--- src/rtl/data_mem_arbiter.sv ---
// Round-robin arbiter and access sequencer for the shared 24-word data memory.
// Port A (load/store) and port B (loader/debug) each get one IDLE->ACC->RESP pass per grant.
module data_mem_arbiter #(
    parameter int DEPTH = 24,
    parameter int DW    = 16,
    parameter int AW    = 16
) (
    input  logic          clk,
    input  logic          rst,
    input  logic          a_req,
    input  logic          a_we,
    input  logic [AW-1:0] a_addr,
    input  logic [DW-1:0] a_wdata,
    output logic          a_ack,
    output logic          a_err,
    output logic [DW-1:0] a_rdata,
    input  logic          b_req,
    input  logic          b_we,
    input  logic [AW-1:0] b_addr,
    input  logic [DW-1:0] b_wdata,
    output logic          b_ack,
    output logic          b_err,
    output logic [DW-1:0] b_rdata,
    output logic          mem_read,
    output logic          mem_write_en,
    output logic [AW-1:0] mem_access_addr,
    output logic [DW-1:0] mem_write_data,
    input  logic [DW-1:0] mem_read_data,
    output logic          busy
);

    typedef enum logic [1:0] {IDLE, ACC, RESP} state_t;

    localparam logic [AW-1:0] DEPTH_W = AW'(DEPTH);

    state_t        state, state_nxt;
    logic          last_b;
    logic          grant_b;
    logic          start;
    logic          l_b;
    logic          l_we;
    logic          l_err;
    logic [AW-1:0] l_addr;
    logic [DW-1:0] l_wdata;
    logic [AW-1:0] sel_addr;

    // On a tie the port that was not granted last wins; a lone requester always wins.
    assign grant_b  = b_req && (!a_req || !last_b);
    assign start    = (state == IDLE) && (a_req || b_req);
    assign sel_addr = grant_b ? b_addr : a_addr;

    always_comb begin
        state_nxt = state;
        case (state)
            IDLE:    if (a_req || b_req) state_nxt = ACC;
            ACC:     state_nxt = RESP;
            RESP:    state_nxt = IDLE;
            default: state_nxt = IDLE;
        endcase
    end

    always_ff @(posedge clk or negedge rst) begin
        if (!rst) state <= IDLE;
        else      state <= state_nxt;
    end

    always_ff @(posedge clk or negedge rst) begin
        if (!rst) begin
            last_b  <= 1'b1;
            l_b     <= 1'b0;
            l_we    <= 1'b0;
            l_err   <= 1'b0;
            l_addr  <= '0;
            l_wdata <= '0;
        end else if (start) begin
            last_b  <= grant_b;
            l_b     <= grant_b;
            l_we    <= grant_b ? b_we : a_we;
            l_addr  <= sel_addr;
            l_wdata <= grant_b ? b_wdata : a_wdata;
            l_err   <= (sel_addr >= DEPTH_W);
        end
    end

    // Read data is captured at the closing edge of ACC so it is valid alongside the ack.
    always_ff @(posedge clk or negedge rst) begin
        if (!rst) begin
            a_rdata <= '0;
            b_rdata <= '0;
        end else if (state == ACC && !l_we) begin
            if (l_b) b_rdata <= l_err ? '0 : mem_read_data;
            else     a_rdata <= l_err ? '0 : mem_read_data;
        end
    end

    always_comb begin
        mem_read        = 1'b0;
        mem_write_en    = 1'b0;
        mem_access_addr = '0;
        mem_write_data  = '0;
        if (state == ACC && !l_err) begin
            mem_read        = !l_we;
            mem_write_en    = l_we;
            mem_access_addr = l_addr;
            mem_write_data  = l_wdata;
        end
    end

    assign a_ack = (state == RESP) && !l_b;
    assign b_ack = (state == RESP) && l_b;
    assign a_err = a_ack && l_err;
    assign b_err = b_ack && l_err;
    assign busy  = (state != IDLE);

endmodule

--- config.mk ---
export PLATFORM = sky130hd
export DESIGN_NAME = data_mem_arbiter
export DESIGN_NICKNAME = d
export VERILOG_FILES = /design/src/rtl/data_mem_arbiter.sv
export SDC_FILE = /design/constraint.sdc
export NUM_CORES = 1
export LEC_CHECK = 0
export ABC_AREA = 1
export CAP_MARGIN = 20
export CORE_MARGIN = 8
export CORE_UTILIZATION = 45
export CTS_CLUSTER_DIAMETER = 200
export DETAILED_ROUTE_END_ITERATION = 7
export PLACE_DENSITY = 0.95
export REMOVE_ABC_BUFFERS = 1
export SYNTH_ARGS = -nofsm -noshare
export SYNTH_HDL_FRONTEND = slang
export SYNTH_SLANG_ARGS = --single-unit
export TNS_END_PERCENT = 100
--- constraint.sdc ---
create_clock -name clk -period 2.3 [get_ports clk]
set_clock_uncertainty 0.05 [all_clocks]
set_input_delay 0.46 -clock clk [delete_from_list [all_inputs] [get_ports clk]]
set_output_delay 0.46 -clock clk [all_outputs]
set_load 0.01 [all_outputs]
==> summary.md, run 1 <==
| Metric | Value |
|---|---|
| Status | complete, no violations |
| # port buffers | 156 |
| Cells after Synth | 393 |
| Layout area overhead | 51.8% |
| DR DRC count | 0 |
| Cell variety after synth | 22 |
| Crit Path Class | register to output port |
| Slowest CP cell | clkdlybuf4s50_1 |
| Via count | 3221 |
| Global-route wire length before repair | 17500 microns |
| CTS H-tree lvls | 3 |
| PwrDens | 781 mW/mm^2 |
| Max VDD drop | 0.464 mV |
| Post-synthesis simple-gate area fraction | 0.193 |
| DR vias/cell | 4.90 |
| Initial antenna violation count | 0 |
| Util after Layout | 0.701 |
| Syn. warnings | 0 |
| Main combinational cell family by area after synthesis | simple AND/OR/NAND/NOR gates |
| Die area | 0.0109 sq mm |
| Worst-skew pair later-pin latency | 0.34 ns |
| Number of routed nets with antenna violations | 0 |
| Final Hold Fails | 0 |
| Final Cell Area | 0.00536 sq mm |
| # IOs | 157 |
| Gr ovfl total | 0 |
| GRT Total Usage | 0.195 |
| Fin crit period | 2.17 ns |
| Top cell type's share of synthesized area | 0.489 |
| Clk slew on worst S/H paths | 0.08 ns |
| Mux contribution to synthesized area | 0.123 |
| Mapped cell area | 0.00353 sq mm |
| Largest net degree at the start of global routing | 71 |
| FF+latch count, synth | 70 |
| Unrepaired setup endpoints after global routing | no |
| Worst rel slew slack | 0.743 |
| HPWL after DPL | 8050 microns |
| 1st-pass router iterations | 4 |
| Maxcap violations | 0 |
| Setup-failing EPs final | 0 |
| Setup TNS Final | 0 ns |
| Register area share after synthesis | 0.496 |
| Wirelength per Cell | 16.2 microns |
| Crit-path max FO | 5 |
| Fmax | 0.461 GHz |
| Layout cells sized above 1 | 0.133 |
| DP Worst Slack | 0.131 ns |
| CTS tree | yes |
| Root buffer cell | clkbuf_8 |
| Setup slack after layout | 0.131 ns |
| Crit-path cells | inv_1 -> nor3_1 -> clkdlybuf4s50_1 |
| Cts bufs inserted | 9 |
| Post-Synth Adder-Cell Area | 0 |
| Antenna diodes | 0 |
| Clock tree sinks | 70 |
| RePlAce Congestion | 0.791 |
| WP data required | 1.79 ns |
| Core ar. | 0.00765 sq mm |
| Vias in the first global route | 3520 |
| Final period util | 0.943 |
| Largest cells by area after synthesis | dfrtp_1 49%, mux2_4 8.5%, nor2_1 8.4% |
| CP Launch Type | register |
| Total power | 4190 uW |
| Critical Path Max Stage Delay | 0.57 ns |
| Die Wd | 105 microns |
| Lkg Pwr | 0.00278 uW |
| Final Max Tran Viols | 0 |
| Complex-gate fraction of the synthesized area | 0.0836 |
| Critical Path End Type | output port |
| Drt first-iter violations | 105 |
| Mapped Avg Cell Area | 8.99 sq um |
| Placed cell areas | 0.00518 sq mm |
| Xor/xnor share of the synthesized area | 0 |
| Arrival time worst endpoint | 1.66 ns |
| Maximum clock path buffer count | 2 |
| Rows | 32 |
| Measured slew at the worst slew-check pin | 0.386 ns |
| Initial Utilization | 0.462 |
| NumNets Final | 637 |
| DIE HEIGHT | 105 microns |
| Hold buffers post-CTS | 0 |
| Post-synth top area cell | dfrtp_1 |
| HP Class | input pin to async pin |
| Wirelength, routed | 10700 microns |
## cell usage in the layout, fill, tap and decap left out, types with 7 or more instances in the layout
master and instances:
nand3b_1 7, dfrtp_1 67, o21ai_0 33, mux2_2 12, mux2_4 20, inv_1 62, nand3_1 7, o22ai_1 20
nor2_1 79, buf_4 9, dlygate4sd2_1 34, clkdlybuf4s50_1 118, clkbuf_8 9, nand2_1 48
## cell usage after synthesis
cell,count
inv_2,3
nand3_1,7
buf_12,2
buf_2,12
inv_1,62
nor4_1,2
nand2_2,2
dfstp_2,1
nor2_1,79
o21ai_0,33
mux2_2,12
nand2_1,48
dfrtp_1,69
nand2_4,1
mux2_4,20
a21oi_1,1
nor2_4,1
o22ai_1,20
clkbuf_1,6
nor2_8,3
nand3b_1,7
nor3_1,2
## layer usage
metal | global-route usage | vias to the layer above | part of all wire
met4 | 0.0591 | 0 | 0.013
met5 | 0 | - | 0
met1 | 0.221 | 1525 | 0.41
li1 | - | 1550 | -
met3 | 0.0645 | 11 | 0.082
met2 | 0.342 | 135 | 0.50
## path summary, 6_finish.rpt
kind | depth (start not counted) | startpoint | to | slack [ns]
max | 3 | state[1] | b_ack | 0.13
min | 2 | rst | a_rdata[8] | 0.07
max reg2reg | 6 | state[1] | l_addr[8] | 0.60
min reg2reg | 2 | last_b | last_b | 0.42
max in group asynchronous | 2 | rst | last_b | 1.80
min in group clk | 2 | last_b | last_b | 0.42
## critical path, delay by kind of cell (launching register included)
| kind | cells | cell delay [ns] |
|---|---|---|
| buf+inv | 2 | 0.70 |
| flops | 1 | 0.43 |
| simple gates | 1 | 0.18 |
## sequential cells by signal, summed over array words and instances, names as in the netlist
name / cells
state: 2
a_rdata: 16
l_addr: 16
b_rdata: 16
l_wdata: 16
l_err: 1
l_we: 1
l_b: 1
last_b: 1
## logic make-up (layout without fill, tap and decap cells)
group / Yosys count / after routing
compound gates: 54 / 54
buf+inv: 85 / 248
flops: 70 / 70
mux: 32 / 32
simple gates: 152 / 152
## final cells by class
class	instances	area [sq um]
multi-input combinational	238	1420
timing repair buffer	167	1620
tap	102	128
sequential	70	1760
clock buffer	9	124
inverter	65	244
clock inverter	7	73.8
fill	568	2280
## what timing repair did
action | CTS | global route
buffers inserted | 1 | 0
gates resized for setup | 38 | 3
endpoints found under the setup margin | 37 | 3
## power breakdown
| part | total [uW] | switching, uW | internal (uW) |
|---|---|---|---|
| Clock | 984 | 480 | 504 |
| Combinational | 1480 | 874 | 605 |
| Sequential | 1720 | 152 | 1570 |
| Total | 4190 | 1510 | 2680 |
## per-stage QoR
stage | instances | hold WS (ns)
finish | 658 | 0.0715
global route | 658 | 0.0914
CTS | 658 | 0.0905
detailed placement | 641 | 0.413
global placement | 641 | 0.409
floorplan | 373 | 0.114
(Power assumes the default switching activity.)
==> run 2, diff against run 1 <==
--- a/config.mk
+++ b/config.mk
@@ -7,6 +7,7 @@
 export LEC_CHECK = 0
 export ABC_AREA = 1
 export CAP_MARGIN = 20
+export CORE_ASPECT_RATIO = 0.6
 export CORE_MARGIN = 8
 export CORE_UTILIZATION = 45
 export CTS_CLUSTER_DIAMETER = 200
==> run 2 against run 1 <==
- sequential power about the same
- critical path depth is the same
- combinational power barely moved
- critical path type unchanged
- maximum frequency shrank 2.6%
- critical endpoint is now a_err
==> summary.md, run 2 (same netlist as run 1, synthesis figures left out) <==
| Metric | Value |
|---|---|
| Gr ovfl total | 0 |
| Max VDD drop | 0.511 mV |
| R2R Path Start | last_b |
| CTS H-tree lvls | 3 |
| WL met1 | 4330 microns |
| Top Layer Used | met4 |
| DR vias/cell | 4.86 |
| Final Hold Fails | 0 |
| Largest net degree at the start of global routing | 71 |
| CP Launch Type | register |
| Critical path endpoint | a_err |
| Multi-input logic area | 0.00142 sq mm |
| FF-to-FF path depth | 6 |
| Root buffer cell | clkbuf_16 |
| Layout cells sized above 1 | 0.130 |
| Commonest non-fill, non-tap cells in the layout | 119 x clkdlybuf4s50_1, 79 x nor2_1, 67 x dfrtp_1 |
| # IOs | 157 |
| Vias in the first global route | 3456 |
| Die Wd | 130 microns |
| Die area | 0.0110 sq mm |
| Unrepaired setup endpoints after global routing | no |
| DR WL met2 | 5260 microns |
| PwrDens | 841 mW/mm^2 |
| Arrival time worst endpoint | 1.72 ns |
| Rows | 25 |
| Hold buffers post-CTS | 0 |
| Fin crit period | 2.23 ns |
| Metal3 WL | 738 microns |
| Maxcap violations | 0 |
| Global-route wire length before repair | 17000 microns |
| 1st-pass router iterations | 4 |
| DR DRC count | 0 |
| Crit path launch | state[1] |
| Filler instances | 599 |
| Setup-failing EPs final | 0 |
| DIE HEIGHT | 84.6 microns |
| Layout area overhead | 54.9% |
| DP Worst Slack | 0.0748 ns |
| Initial antenna violation count | 0 |
| WP data required | 1.79 ns |
| Util after Layout | 0.705 |
| Initial Utilization | 0.455 |
| Clk slew on worst S/H paths | 0.06 ns |
| Maximum clock path buffer count | 2 |
| Worst R2R Setup Slack | 0.63 ns |
| Final Cell Area | 0.00547 sq mm |
| Number of routed nets with antenna violations | 0 |
| Worst r2r dst | l_wdata[13] |
| Via count | 3215 |
| Worst-skew pair later-pin latency | 0.32 ns |
| Wirelength per Cell | 15.9 microns |
| Fmax | 0.449 GHz |
| Antenna diodes | 0 |
| Cts bufs inserted | 9 |
| Core ar. | 0.00776 sq mm |
| Lkg Pwr | 0.00279 uW |
| Final Max Tran Viols | 0 |
| Worst rel slew slack | 0.745 |
| Crit Path Class | register to output port |
| RePlAce Congestion | 0.845 |
| Register area | 0.00176 sq mm |
| NumNets Final | 635 |
| Placed cell areas | 0.00519 sq mm |
| Drt first-iter violations | 214 |
| Setup TNS Final | 0 ns |
| HP Class | input pin to async pin |
| CTS tree | yes |
| Commonest non-fill, non-tap cell in the layout | clkdlybuf4s50_1 |
| Wirelength, routed | 10500 microns |
| Measured slew at the worst slew-check pin | 0.383 ns |
| Total power | 4600 uW |
| Setup slack after layout | 0.0722 ns |
| Crit-path max FO | 5 |
| Critical Path End Type | output port |
| Clock tree sinks | 70 |
| # port buffers | 156 |
| Status | complete, no violations |
| HPWL after DPL | 7910 microns |
| GRT Total Usage | 0.191 |
| Final period util | 0.969 |
run 2: changes by cell type in the layout (fill, tap and decap cells not counted), moves of 2 or more:
cell and change:
buf_4 -3, clkinv_4 -2, dlymetal6s2s_1 -2, clkbuf_8 -8
clkbuf_16 +9
run 2: cell type report:
cell class / instances / area share
Inverter: 65 / 0.0446
Clock inverter: 6 / 0.0123
Sequential cell: 70 / 0.321
Timing Repair Buffer: 165 / 0.295
Clock buffer: 10 / 0.0437
Tap cell: 108 / 0.0247
Multi-Input combinational cell: 238 / 0.259
run 2: repair_timing:
item	4_1_cts	5_1_grt
setup buffers	1	0
setup endpoints to repair	36	1
gates resized for setup	38	2
run 2: worst min path at each step:
stage,end,slack [ns],cells after the start
2_1_floorplan,a_rdata[0],0.11,0
3_3_place_gp,last_b,0.41,2
3_5_place_dp,last_b,0.41,2
4_1_cts,l_addr[6],0.12,2
5_1_grt,l_addr[3],0.12,2
6_report,l_addr[4],0.09,2
run 2: stage by stage:
step                cells  hold WS [ns]
finish                662        0.0884
global route          662         0.124
CTS                   662         0.117
detailed placement    645         0.410
global placement      645         0.406
floorplan             373         0.114
run 2: power breakdown:
| group | switching (uW) | internal [uW] | leakage (uW) | total, uW |
|---|---|---|---|---|
| clock network | 517 | 874 | 0.000145 | 1390 |
| registers | 158 | 1580 | 0.000901 | 1730 |
| logic | 860 | 617 | 0.00174 | 1480 |
| total | 1540 | 3070 | 0.00279 | 4600 |
run 2: critical path, cell delays in order (launching register included):
cell             delay [ns]
dfrtp_2                0.43
inv_1                  0.12
nor4_2                 0.26
clkdlybuf4s50_1        0.59
run 2: layer usage:
layer / vias up / track usage
met5: - / 0
met2: 125 / 0.339
li1: 1554 / -
met3: 16 / 0.0512
met4: 0 / 0.0622
met1: 1520 / 0.218
==> run 3, diff against run 2 <==
--- a/config.mk
+++ b/config.mk
@@ -9,10 +9,10 @@
 export CAP_MARGIN = 20
 export CORE_ASPECT_RATIO = 0.6
 export CORE_MARGIN = 8
-export CORE_UTILIZATION = 45
+export CORE_UTILIZATION = 42
 export CTS_CLUSTER_DIAMETER = 200
 export DETAILED_ROUTE_END_ITERATION = 7
-export PLACE_DENSITY = 0.95
+export PLACE_DENSITY = 0.91
 export REMOVE_ABC_BUFFERS = 1
 export SYNTH_ARGS = -nofsm -noshare
 export SYNTH_HDL_FRONTEND = slang
==> constraint.sdc (replaced) <==
create_clock -name clk -period 2.41 [get_ports clk]
set_clock_uncertainty 0.05 [all_clocks]
set_input_delay 0.482 -clock clk [delete_from_list [all_inputs] [get_ports clk]]
set_output_delay 0.482 -clock clk [all_outputs]
set_load 0.01 [all_outputs]
==> run 3 against run 2 <==
- via count down 0.93%
- largest power group unchanged
- combinational power shrank 5%
- worst setup slack improved by 0.049 ns
- critical endpoint is now b_err
- total power decreased by 0.29%
- final area rose by 2.2%
- cell count rose by 0.45%
==> summary.md, run 3 (same netlist as run 1, synthesis figures left out) <==
| Metric | Value |
|---|---|
| Max VDD drop | 0.376 mV |
| Unrepaired setup endpoints after global routing | no |
| Fin crit period | 2.29 ns |
| Commonest non-fill, non-tap cells in the layout | 121 x clkdlybuf4s50_1, 79 x nor2_1, 68 x dfrtp_1 |
| Worst-skew pair later-pin latency | 0.31 ns |
| P_sw | 1430 uW |
| Rows | 26 |
| Clock tree sinks | 70 |
| Placed cell count | 648 |
| CTS tree | yes |
| Gr ovfl total | 0 |
| Layout area overhead | 58.3% |
| Clk slew on worst S/H paths | 0.05 ns |
| Root buffer cell | clkbuf_16 |
| Global-route wire length before repair | 16700 microns |
| Crit-path cells | inv_2 -> nor4_1 -> clkdlybuf4s50_1 |
| HPWL after DPL | 7930 microns |
| Setup-failing EPs final | 0 |
| NumNets Final | 634 |
| Commonest non-fill, non-tap cell in the layout | clkdlybuf4s50_1 |
| Critical Path Max Stage Delay | 0.61 ns |
| # port buffers | 156 |
| Die Wd | 134 microns |
| Lkg Pwr | 0.00308 uW |
| Int Pwr | 3160 uW |
| Critical Path End Type | output port |
| Fmax | 0.437 GHz |
| DP Worst Slack | 0.193 ns |
| Wirelength, routed | 10500 microns |
| Initial antenna violation count | 0 |
| WP data required | 1.88 ns |
| GRT Total Usage | 0.178 |
| Core ar. | 0.00833 sq mm |
| Filler instances | 648 |
| Sequential power share | 0.357 |
| Sw frac | 0.312 |
| Maxcap violations | 0 |
| DR vias/cell | 4.79 |
| Maximum clock path buffer count | 2 |
| CTS H-tree lvls | 3 |
| # IOs | 157 |
| Antenna diodes | 0 |
| Layout cells sized above 1 | 0.127 |
| RePlAce Congestion | 0.859 |
| Crit Path Class | register to output port |
| Largest net degree at the start of global routing | 71 |
| Measured slew at the worst slew-check pin | 0.891 ns |
| Final Max Tran Viols | 0 |
| Initial Utilization | 0.424 |
| Via count | 3185 |
| Number of routed nets with antenna violations | 0 |
| Worst rel slew slack | 0.406 |
| Setup TNS Final | 0 ns |
| Arrival time worst endpoint | 1.76 ns |
| Final cell count without fillers | 665 |
| Wirelength per Cell | 15.7 microns |
| Combinational power share | 0.306 |
| Cts bufs inserted | 9 |
| DR DRC count | 0 |
| DIE HEIGHT | 87.0 microns |
| Slowest CP cell | clkdlybuf4s50_1 |
| Die area | 0.0117 sq mm |
| HP Class | input pin to async pin |
| Clock power frac | 0.336 |
| Status | complete, no violations |
| Crit-path max FO | 4 |
| PwrDens | 821 mW/mm^2 |
| Final period util | 0.950 |
| Setup slack after layout | 0.122 ns |
| Final Hold Fails | 0 |
| CP Launch Type | register |
| Vias in the first global route | 3299 |
| 1st-pass router iterations | 5 |
| Drt first-iter violations | 121 |
run 3: metrics by stage:
step	hold slack (ns)	total power, uW	cell area [sq um]	utilization
floorplan	0.136	2500	3410	-
global route	0.308	4870	5590	0.671
global placement	0.414	2970	5170	0.621
detailed placement	0.420	3050	5170	0.621
CTS	0.273	4620	5530	0.664
finish	0.237	4590	5590	0.671
run 3: final timing paths:
| kind | start | to | slack, ns | depth (start not counted) |
|---|---|---|---|---|
| setup / recovery | l_b | b_err | 0.12 | 3 |
| hold / removal | rst | l_addr[9] | 0.24 | 1 |
| setup reg to reg | last_b | l_wdata[10] | 0.81 | 6 |
| hold reg to reg | last_b | last_b | 0.43 | 2 |
| max in group asynchronous | rst | state[1] | 1.44 | 1 |
| min in group clk | last_b | last_b | 0.43 | 2 |
run 3: metal layers:
metal	vias up	track usage	share of wire
met3	13	0.0559	0.070
li1	1550	-	-
met5	-	0	0
met1	1500	0.218	0.44
met4	0	0.0456	0.010
met2	122	0.299	0.48
run 3: cell type report:
class / count / area [sq um] / share of cell area
multi-input combinational: 238 / 1420 / 0.254
inverter: 65 / 244 / 0.0436
clock inverter: 5 / 105 / 0.0188
clock buffer: 11 / 253 / 0.0452
tap: 112 / 140 / 0.0251
sequential: 70 / 1750 / 0.314
timing repair buffer: 164 / 1680 / 0.300
run 3: timing repair:
action                                  in CTS  in global routing
hold buffers                                 0                  0
gates resized for setup                     14                 24
endpoints found under the setup margin      34                 22
setup buffers                                1                  0
run 3: power groups by stage:
stage / combinational, uW / clock (uW) / sequential (uW)
after detailed placement: 1380 / 0 / 1660
final: 1410 / 1540 / 1640
after CTS: 1410 / 1570 / 1640
after global placement: 1320 / 0 / 1650
after global routing: 1570 / 1620 / 1670
after floorplan: 871 / 0 / 1630
run 3: critical path: cells and delay by family, from the launching register on:
family | cells | cell delay (ns)
and+or+nand+nor | 1 | 0.20
buffers and inverters | 2 | 0.74
DFF | 1 | 0.51
